===== src/rtl/uart_pkg.sv =====
// Shared UART definitions: receiver FSM encoding, frame width and the default baud divisor
// used by both the receiver and the transmitter.
package uart_pkg;

    localparam int DATA_BITS            = 8;
    localparam int BIT_IDX_W            = $clog2(DATA_BITS);
    localparam int CLKS_PER_BAUD_115200 = 868;

    typedef enum logic [2:0] {
        ST_IDLE  = 3'd0,
        ST_START = 3'd1,
        ST_DATA  = 3'd2,
        ST_STOP  = 3'd3,
        ST_BRK   = 3'd4
    } rx_state_e;

endpackage


===== src/rtl/uart_rx_if.sv =====
// Byte delivery interface of the UART receiver: holding-register handshake, error pulses
// and status.
interface uart_rx_if;
    import uart_pkg::*;

    // Handshake: a byte moves on every rising clock edge where o_rx_valid and i_rx_ready are
    // both 1. o_rx_valid never drops and o_rx_data never changes until that transfer;
    // i_rx_ready may change freely and does not depend on o_rx_valid.
    logic [DATA_BITS-1:0] o_rx_data;
    logic                 o_rx_valid;
    logic                 i_rx_ready;
    logic                 o_frame_err;
    logic                 o_overrun;
    logic                 o_busy;
    rx_state_e            o_dbg_state;

    modport master (
        output o_rx_data,
        output o_rx_valid,
        input  i_rx_ready,
        output o_frame_err,
        output o_overrun,
        output o_busy,
        output o_dbg_state
    );

    modport slave (
        input  o_rx_data,
        input  o_rx_valid,
        output i_rx_ready,
        input  o_frame_err,
        input  o_overrun,
        input  o_busy,
        input  o_dbg_state
    );

endinterface


===== src/rtl/sync_2ff.sv =====
// Two-flop synchronizer for an asynchronous single-bit input; RESET_VAL is the level both
// flops hold in reset, so an idle-high line does not look like an edge after reset.
module sync_2ff #(
    parameter logic RESET_VAL = 1'b1
) (
    input  logic clk,
    input  logic rst_n,
    input  logic i_d,
    output logic o_q
);

    logic r_meta;
    logic r_sync;

    always_ff @(posedge clk or negedge rst_n) begin
        if (!rst_n) begin
            r_meta <= RESET_VAL;
            r_sync <= RESET_VAL;
        end else begin
            r_meta <= i_d;
            r_sync <= r_meta;
        end
    end

    assign o_q = r_sync;

endmodule


===== src/rtl/uart_rx.sv =====
// 8N1 UART receiver: mid-bit sampling from a baud down-counter, one-entry holding register
// with valid/ready delivery, framing-error and overrun pulses.
module uart_rx
    import uart_pkg::*;
#(
    parameter int CLKS_PER_BAUD = CLKS_PER_BAUD_115200,
    parameter int CNT_W         = 10
) (
    input  logic     master_clk_i,
    input  logic     rst_n_i,
    input  logic     i_uart_rx,
    uart_rx_if.master rx_if
);

    localparam int                   HALF_BAUD = CLKS_PER_BAUD / 2;
    localparam logic [CNT_W-1:0]     HALF_M1   = CNT_W'(HALF_BAUD - 1);
    localparam logic [CNT_W-1:0]     FULL_M1   = CNT_W'(CLKS_PER_BAUD - 1);
    localparam logic [CNT_W-1:0]     CNT_ONE   = CNT_W'(1);
    localparam logic [BIT_IDX_W-1:0] LAST_BIT  = BIT_IDX_W'(DATA_BITS - 1);
    localparam logic [BIT_IDX_W-1:0] IDX_ONE   = BIT_IDX_W'(1);

    rx_state_e            r_state;
    logic [CNT_W-1:0]     r_cnt;
    logic [BIT_IDX_W-1:0] r_bit_idx;
    logic [DATA_BITS-1:0] r_shift;
    logic                 r_busy;
    logic [DATA_BITS-1:0] r_data;
    logic                 r_valid;
    logic                 r_frame_err;
    logic                 r_overrun;

    rx_state_e            w_state_nxt;
    logic [CNT_W-1:0]     w_cnt_nxt;
    logic [BIT_IDX_W-1:0] w_bit_idx_nxt;
    logic [DATA_BITS-1:0] w_shift_nxt;
    logic                 w_rx_s;
    logic                 w_cnt_zero;
    logic                 w_good_stop;
    logic                 w_bad_stop;
    logic                 w_xfer;
    logic                 w_load;

    sync_2ff #(
        .RESET_VAL (1'b1)
    ) u_sync_rx (
        .clk   (master_clk_i),
        .rst_n (rst_n_i),
        .i_d   (i_uart_rx),
        .o_q   (w_rx_s)
    );

    assign w_cnt_zero = (r_cnt == '0);

    always_ff @(posedge master_clk_i or negedge rst_n_i) begin
        if (!rst_n_i) begin
            r_state   <= ST_IDLE;
            r_cnt     <= '0;
            r_bit_idx <= '0;
            r_shift   <= '0;
            r_busy    <= 1'b0;
        end else begin
            r_state   <= w_state_nxt;
            r_cnt     <= w_cnt_nxt;
            r_bit_idx <= w_bit_idx_nxt;
            r_shift   <= w_shift_nxt;
            r_busy    <= (w_state_nxt != ST_IDLE);
        end
    end

    always_comb begin
        w_state_nxt   = r_state;
        w_cnt_nxt     = r_cnt;
        w_bit_idx_nxt = r_bit_idx;
        w_shift_nxt   = r_shift;
        w_good_stop   = 1'b0;
        w_bad_stop    = 1'b0;
        case (r_state)
            ST_IDLE: begin
                if (!w_rx_s) begin
                    w_state_nxt = ST_START;
                    w_cnt_nxt   = HALF_M1;
                end
            end
            ST_START: begin
                // A start bit that is gone by its midpoint was a glitch.
                if (w_cnt_zero) begin
                    if (!w_rx_s) begin
                        w_state_nxt   = ST_DATA;
                        w_cnt_nxt     = FULL_M1;
                        w_bit_idx_nxt = '0;
                    end else begin
                        w_state_nxt = ST_IDLE;
                    end
                end else begin
                    w_cnt_nxt = r_cnt - CNT_ONE;
                end
            end
            ST_DATA: begin
                if (w_cnt_zero) begin
                    w_shift_nxt   = {w_rx_s, r_shift[DATA_BITS-1:1]};
                    w_cnt_nxt     = FULL_M1;
                    w_bit_idx_nxt = r_bit_idx + IDX_ONE;
                    if (r_bit_idx == LAST_BIT) begin
                        w_state_nxt = ST_STOP;
                    end
                end else begin
                    w_cnt_nxt = r_cnt - CNT_ONE;
                end
            end
            ST_STOP: begin
                // Leaving at the stop-bit midpoint leaves half a bit to catch the next start.
                if (w_cnt_zero) begin
                    if (w_rx_s) begin
                        w_good_stop = 1'b1;
                        w_state_nxt = ST_IDLE;
                    end else begin
                        w_bad_stop  = 1'b1;
                        w_state_nxt = ST_BRK;
                    end
                end else begin
                    w_cnt_nxt = r_cnt - CNT_ONE;
                end
            end
            ST_BRK: begin
                if (w_rx_s) begin
                    w_state_nxt = ST_IDLE;
                end
            end
            default: begin
                w_state_nxt = ST_IDLE;
            end
        endcase
    end

    // A held byte being taken in the same cycle frees the register for the new one.
    assign w_xfer = r_valid & rx_if.i_rx_ready;
    assign w_load = w_good_stop & (~r_valid | rx_if.i_rx_ready);

    always_ff @(posedge master_clk_i or negedge rst_n_i) begin
        if (!rst_n_i) begin
            r_data      <= '0;
            r_valid     <= 1'b0;
            r_frame_err <= 1'b0;
            r_overrun   <= 1'b0;
        end else begin
            if (w_load) begin
                r_data <= r_shift;
            end
            r_valid     <= w_load | (r_valid & ~w_xfer);
            r_frame_err <= w_bad_stop;
            r_overrun   <= w_good_stop & r_valid & ~rx_if.i_rx_ready;
        end
    end

    assign rx_if.o_rx_data   = r_data;
    assign rx_if.o_rx_valid  = r_valid;
    assign rx_if.o_frame_err = r_frame_err;
    assign rx_if.o_overrun   = r_overrun;
    assign rx_if.o_busy      = r_busy;
    assign rx_if.o_dbg_state = r_state;

endmodule


===== src/flat_wrapper.sv =====
// flat-port wrapper written by rule: the top's interface ports become plain ports
module uart_rx_flat import uart_pkg::*;
#(
    parameter int CLKS_PER_BAUD = CLKS_PER_BAUD_115200,
    parameter int CNT_W         = 10
)
  (master_clk_i, rst_n_i, i_uart_rx, rx_if_o_rx_data, rx_if_o_rx_valid, rx_if_i_rx_ready, rx_if_o_frame_err, rx_if_o_overrun, rx_if_o_busy, rx_if_o_dbg_state);
  uart_rx_if rx_if_i ();
  input  logic master_clk_i;
  input  logic rst_n_i;
  input  logic i_uart_rx;
  output wire logic [$bits(rx_if_i.o_rx_data)-1:0] rx_if_o_rx_data;
  output wire logic [$bits(rx_if_i.o_rx_valid)-1:0] rx_if_o_rx_valid;
  input wire logic [$bits(rx_if_i.i_rx_ready)-1:0] rx_if_i_rx_ready;
  output wire logic [$bits(rx_if_i.o_frame_err)-1:0] rx_if_o_frame_err;
  output wire logic [$bits(rx_if_i.o_overrun)-1:0] rx_if_o_overrun;
  output wire logic [$bits(rx_if_i.o_busy)-1:0] rx_if_o_busy;
  output wire logic [$bits(rx_if_i.o_dbg_state)-1:0] rx_if_o_dbg_state;
  assign rx_if_o_rx_data = rx_if_i.o_rx_data;
  assign rx_if_o_rx_valid = rx_if_i.o_rx_valid;
  assign rx_if_i.i_rx_ready = rx_if_i_rx_ready;
  assign rx_if_o_frame_err = rx_if_i.o_frame_err;
  assign rx_if_o_overrun = rx_if_i.o_overrun;
  assign rx_if_o_busy = rx_if_i.o_busy;
  assign rx_if_o_dbg_state = rx_if_i.o_dbg_state;
  uart_rx #(.CLKS_PER_BAUD(CLKS_PER_BAUD), .CNT_W(CNT_W)) u_core (.master_clk_i(master_clk_i), .rst_n_i(rst_n_i), .i_uart_rx(i_uart_rx), .rx_if(rx_if_i));
endmodule

===== config.mk =====
export PLATFORM = sky130hd
export DESIGN_NAME = uart_rx_flat
export DESIGN_NICKNAME = d
export VERILOG_FILES = /design/src/rtl/uart_pkg.sv /design/src/rtl/uart_rx_if.sv /design/src/rtl/sync_2ff.sv /design/src/rtl/uart_rx.sv /design/src/flat_wrapper.sv
export SDC_FILE = /design/constraint.sdc
export NUM_CORES = 1
export LEC_CHECK = 0
export ABC_AREA = 1
export BUFFER_PORTS_ARGS = -buffer_cell sky130_fd_sc_hd__buf_2
export CORE_UTILIZATION = 50
export DETAILED_ROUTE_END_ITERATION = 7
export HOLD_SLACK_MARGIN = 0.06
export PLACE_DENSITY = 0.77
export SETUP_SLACK_MARGIN = 0.1
export SYNTH_ARGS = -nofsm -noshare
export SYNTH_HDL_FRONTEND = slang
export SYNTH_HIERARCHICAL = 1
export SYNTH_SLANG_ARGS = --single-unit

===== constraint.sdc =====
create_clock -name master_clk_i -period 2.4 [get_ports master_clk_i]
set_clock_uncertainty 0.2 [all_clocks]
set_input_delay 0.12 -clock master_clk_i [delete_from_list [all_inputs] [get_ports master_clk_i]]
set_output_delay 0.12 -clock master_clk_i [all_outputs]
set_load 0.05 [all_outputs]

After elaboration in Yosys (flattened, before gate mapping)
Index checks and enable logic that the tools add are counted.
{ "classes": {"addsub": 2, "eq_ne": 11, "mux": 25, "bitwise_logic": 10, "reduce_logical": 8} }
{ "op_table": {"columns": ["cell", "count"], "rows": [
  ["$mux 10", 5],
  ["$pmux 10 s4", 1],
  ["$mux 3", 10],
  ["$pmux 3 s5", 1],
  ["$logic_not 10->1", 1],
  ["$sub 10x1->10 const B", 1],
  ["$reduce_and 4->1", 2],
  ["$eq 3x2->1 const B", 2],
  ["$eq 3x3->1 const B", 2],
  ["$mux 1", 6],
  ["$ne 2x2->1 const B", 3],
  ["$pmux 3 s2", 1],
  ["$and 1x1->1", 5],
  ["$ne 2x1->1 const B", 2],
  ["$reduce_bool 4->1", 1],
  ["$add 3x1->3 const B", 1],
  ["$eq 3x1->1 const B", 1],
  ["$logic_not 3->1", 1],
  ["$ne 3x3->1 const B", 1],
  ["$not 1->1", 3],
  ["$reduce_bool 3->1", 1],
  ["$mux 2", 1],
  ["$or 1x1->1", 2],
  ["$reduce_and 2->1", 1],
  ["$reduce_bool 2->1", 1]
]} }
{ "totals": {"reg_bits": 38, "in_bits": 4, "elab_cells": 67} }

Logic depth before layout (Yosys ltp)
{ "logic_depth": {"word_depth": 5, "depth_mapped": 11, "mapped_depth_nobuf": 11} }

Modules after synthesis
Netlist, hierarchy kept.
{ "by_module_without_submodules": {"columns": ["mod", "n_inst", "cells_per_inst", "area_each_um2", "seq_area_each_um2"], "rows": [
  ["uart_rx", 1, 240, 1931.9, 900.9],
  ["sync_2ff", 1, 2, 52.6, 52.6]
]} }

Least setup slack after synthesis
Ideal clock, no wire load.
{ "synth_timing": {"path_kind": "flip-flop to flip-flop", "from": "reg u_core.r_state[0], in the netlist u_core/rx_if.o_dbg_state[0]", "to": "reg u_core.r_cnt[2]", "setup_time_ps": 117, "arrival_ps": 1572, "required_ps": 2083, "setup_slack_ps": 510, "path_stages_with_launch": 11, "path_buffers": 1, "synth_period_minus_slack_ps": 1890, "cell_sequence": "dfrtp_1 inv_2 nor2_2 nand2_1 inv_2 nand3_2 nand2_2 nor2_4 buf_6 nand2_1 nand2_1"} }
{ "synth_via": {"elab_chain_len": 3, "elab_cells_between_ends": 10, "cone_classes": "6 x eq/ne; 1 x mux; 3 x reduce/logical"} }
{ "synth_lines": {"columns": ["item", "line_no", "source"], "rows": [
  ["start, declared", "uart_rx.sv:22", "rx_state_e r_state;"],
  ["start signal, assigned", "uart_rx.sv:62", "r_state <= w_state_nxt;"],
  ["$eq 3x1->1 (tied with other cells)", "uart_rx.sv:77", "case (r_state)"],
  ["$ne 3x3->1 (no source line) (tied with other cells)", null, null],
  ["$reduce_and 4->1 (no source line)", null, null],
  ["end signal, assigned", "uart_rx.sv:63", "r_cnt <= w_cnt_nxt;"],
  ["end, declared", "uart_rx.sv:23", "logic [CNT_W-1:0] r_cnt;"]
]} }
Several ways; a longest one is shown, not always the timed one.
A chain may end at the register's enable or synchronous reset.

Worst setup path in the final report
{ "layout_timing": {"from": "reg u_core.r_cnt[0]", "to": "reg u_core.r_shift[7]"} }
{ "layout_via": {"elab_chain_len": 2} }
{ "layout_lines": {"columns": ["item", "line_no", "source"], "rows": [
  ["$logic_not 10->1", "uart_rx.sv:52", "assign w_cnt_zero = (r_cnt == '0);"],
  ["$reduce_and 2->1 (no source line)", null, null],
  ["end signal, assigned", "uart_rx.sv:65", "r_shift <= w_shift_nxt;"],
  ["end, declared", "uart_rx.sv:25", "logic [DATA_BITS-1:0] r_shift;"]
]} }
No other way between the ends.

==> impl_metrics.env <==
export IMPL_relSlewSlack_pct=46.3
export IMPL_slowest_stage="dfrtp_1"
export IMPL_cts_buffers_inserted=5
export IMPL_clkLatencyLatePin_ns=0.29
export IMPL_power_frac_clock_pct=44.8
export IMPL_critical_path_endpoint_type="register"
export IMPL_antenna_found_initial=0
export IMPL_vias=1611
export IMPL_syn_nets=250
export IMPL_switching_share_pct=21.1
export IMPL_numClockSinks=38
export IMPL_slowest_delay_ns=0.40
export IMPL_combinationalPowerShare_pct=2.0
export IMPL_ios=19
export IMPL_finalHoldViolations=0
export IMPL_dr_first_iter_drc_count=87
export IMPL_placed_area_um2=2110
export IMPL_path_class="reg2reg"
export IMPL_core_region_area_um2=3740
export IMPL_hp_class="reg2reg"
export IMPL_layout_common_cells="nand2_1, dfrtp_1, inv_1, nand3_1, buf_2"
export IMPL_rsz0062_at_grt="no"
export IMPL_yosysWarnings=6
export IMPL_critical_path_cell_chain="inv_1 -> ha_1 -> inv_1 -> nor2_1 -> nand3_2 -> nor2_4 -> nand3_1 -> nand2_1 -> o21ai_0"
export IMPL_synth_top_area_share_pct=45.4
export IMPL_final_util_pct=60.3
export IMPL_finalCritPeriodShare_pct=84.4
export IMPL_fin_area_um2=2260
export IMPL_grt_overflow=0
export IMPL_maxCapViolations=0
export IMPL_h_tree_depth=2
export IMPL_drt_first_pass_iters=4
export IMPL_finalMaxSlewViolations=0
export IMPL_syn_area_um2=1980
export IMPL_vdd_drop_max_mv=0.347
export IMPL_tns_ns=0
export IMPL_grt_pass1_vias=1474
export IMPL_synth_seq_cells=38
export IMPL_crit_top_cell="inv_1"
export IMPL_internal_power_uw=959
export IMPL_grt_max_degree=39
export IMPL_cp_arrival_ns=1.99
export IMPL_postSynthCellCount=242
export IMPL_synth_area_leaders="dfrtp_1, nand2_1, nand3_1"
export IMPL_path_max_fanout=13
export IMPL_post_place_ws_ns=0.420
export IMPL_cts_tree="yes"
export IMPL_critPathRequiredTime_ns=2.37
export IMPL_syn2layout_area_growth_pct=13.7
export IMPL_avgSynthCellArea_um2=8.20
export IMPL_n_antenna_cell=0
export IMPL_cts_buffer_depth=2
export IMPL_status="completed"
export IMPL_gp_congestion=0.872
export IMPL_final_common_cell="nand2_1"
export IMPL_die_w_um=65
export IMPL_portBuffers=18
export IMPL_num_rows=22
export IMPL_drive_gt1_share_pct=20.4
export IMPL_fin_crit_ns=2.02
export IMPL_grt_pass1_wl_um=6550
export IMPL_p_seq_share_pct=53.1
export IMPL_ant_nets=0
export IMPL_dp_hpwl_um=2710
export IMPL_fillers=346
export IMPL_drt_wl_total_um=3740
export IMPL_yosysTopAreaCell="dfrtp_1"
export IMPL_path_clk_slew_ns=0.08
export IMPL_post_cts_setup_buffers=0
export IMPL_synth_seq_area_share_pct=48.0
export IMPL_cts_root_buf="clkbuf_8"
export IMPL_drc_errors=0
export IMPL_finalNetCount=276
export IMPL_vias_per_cell=5.08
export IMPL_fin_ws_ns=0.376
export IMPL_ys_types=27
export IMPL_p_leak_uw=0.00119
export IMPL_tightestPinTransition_ns=0.806
export IMPL_die_h_um=65
export IMPL_p_sw_uw=256
export IMPL_critPathLaunchType="register"
export IMPL_track_usage_pct=20.6
export IMPL_max_freq_mhz=494
export IMPL_start_util_pct=53.0
export IMPL_wl_per_cell_um=11.8
export IMPL_die_area_um2=4230
export IMPL_powerDensity_nw_per_um2=539
export IMPL_setup_viol=0
-- stage by stage --
| stage | hold slack [ns] | total power, uW | instances |
|---|---|---|---|
| after floorplan | -0.376 | 664 | 242 |
| after global placement | 0.0261 | 681 | 306 |
| after detailed placement | 0.0265 | 681 | 306 |
| after CTS | 0.159 | 1230 | 317 |
| after global routing | 0.160 | 1260 | 317 |
| final | 0.158 | 1220 | 317 |
-- path summary, 6_finish.rpt --
path | start | to | slack [ns] | cells past startpoint
worst max-delay path | u_core/r_cnt[0] | u_core/r_shift[7] | 0.38 | 9
worst min register to register | u_core/u_sync_rx/r_meta | u_core/u_sync_rx/o_q | 0.16 | 0
min in group asynchronous | rst_n_i | u_core/r_cnt[0] | 0.25 | 2
max in group asynchronous | rst_n_i | u_core/r_cnt[6] | 1.23 | 2
worst min-delay path | u_core/u_sync_rx/r_meta | u_core/u_sync_rx/o_q | 0.16 | 0
worst max register to register | u_core/r_cnt[0] | u_core/r_shift[7] | 0.38 | 9
-- synth_stat cells --
master    number
a32oi_1        1
inv_1         25
nand4_1        4
inv_4          1
o21ai_2        8
dfrtp_1       36
o21ai_1        2
nand2_2        4
o21ai_0        3
nor2_1        17
buf_6          2
a21oi_1        1
nor2_4         4
nand3_4        1
nor2_8         1
nand2_1       90
nand3_2        3
nor2_2         2
nand3_1       20
xor2_1         4
inv_2          3
nor4_1         1
ha_1           4
dfstp_2        2
o211ai_1       1
nor3_1         1
o31ai_1        1
-- cells by family after synthesis --
family	after synthesis	share of synthesized area [%]
fa+ha+maj	4	2.52
compound gates	17	6.24
xor+xnor	4	1.77
buf+inv	31	6.75
simple gates	148	34.7
flops	38	48.0
-- registers in the layout, indices dropped and copies added (netlist names) --
name                      count
u_core/r_cnt                 10
u_core/r_bit_idx              3
u_core/rx_if.o_rx_data        8
u_core/u_sync_rx/o_q          1
u_core/u_sync_rx/r_meta       1
u_core/r_shift                8
u_core/rx_if.o_frame_err      1
u_core/rx_if.o_dbg_state      3
u_core/rx_if.o_busy           1
u_core/rx_if.o_rx_valid       1
u_core/rx_if.o_overrun        1
-- power by group through the flow --
stage                     clock network, uW  registers (uW)  logic [uW]
after global routing                    587             646        28.9
after floorplan                           0             662        2.80
after CTS                               559             646        25.8
final                                   545             646        24.6
after global placement                    0             659        21.8
after detailed placement                  0             659        22.4
-- repair_timing --
action | 4_1_cts | 5_1_grt
hold buffers | 3 | 0
setup endpoints to repair | 0 | 0
endpoints found under the hold margin | 39 | 0
gates resized for setup | 0 | 0
-- layer usage --
metal | global-route usage (%) | vias up | wire length (um)
met2 | 31.6 | 39 | 1700
met1 | 27.0 | 745 | 1790
met5 | 0 | - | 0
met3 | 6.16 | 8 | 196
li1 | - | 819 | -
met4 | 8.33 | 0 | 61
-- worst max-delay path, delay by kind of cell (launching register included) --
kind / cells / cell delay [ns]
compound gates: 1 / 0.09
simple gates: 5 / 0.87
buf+inv: 2 / 0.18
fa+ha+maj: 1 / 0.16
flops: 1 / 0.40
-- area by class of cell --
class                   instances  area, um2  area share (%)
clock buffers                   5       68.8            3.05
clock inverters                 3       45.0            2.00
inverters                      29        111            4.94
multi-input cells             173        897            39.8
flip-flops and latches         38        953            42.3
well taps                      48       60.1            2.66
repair buffers                 21        120            5.32
Note: power is estimated with default switching activity, not from simulation.
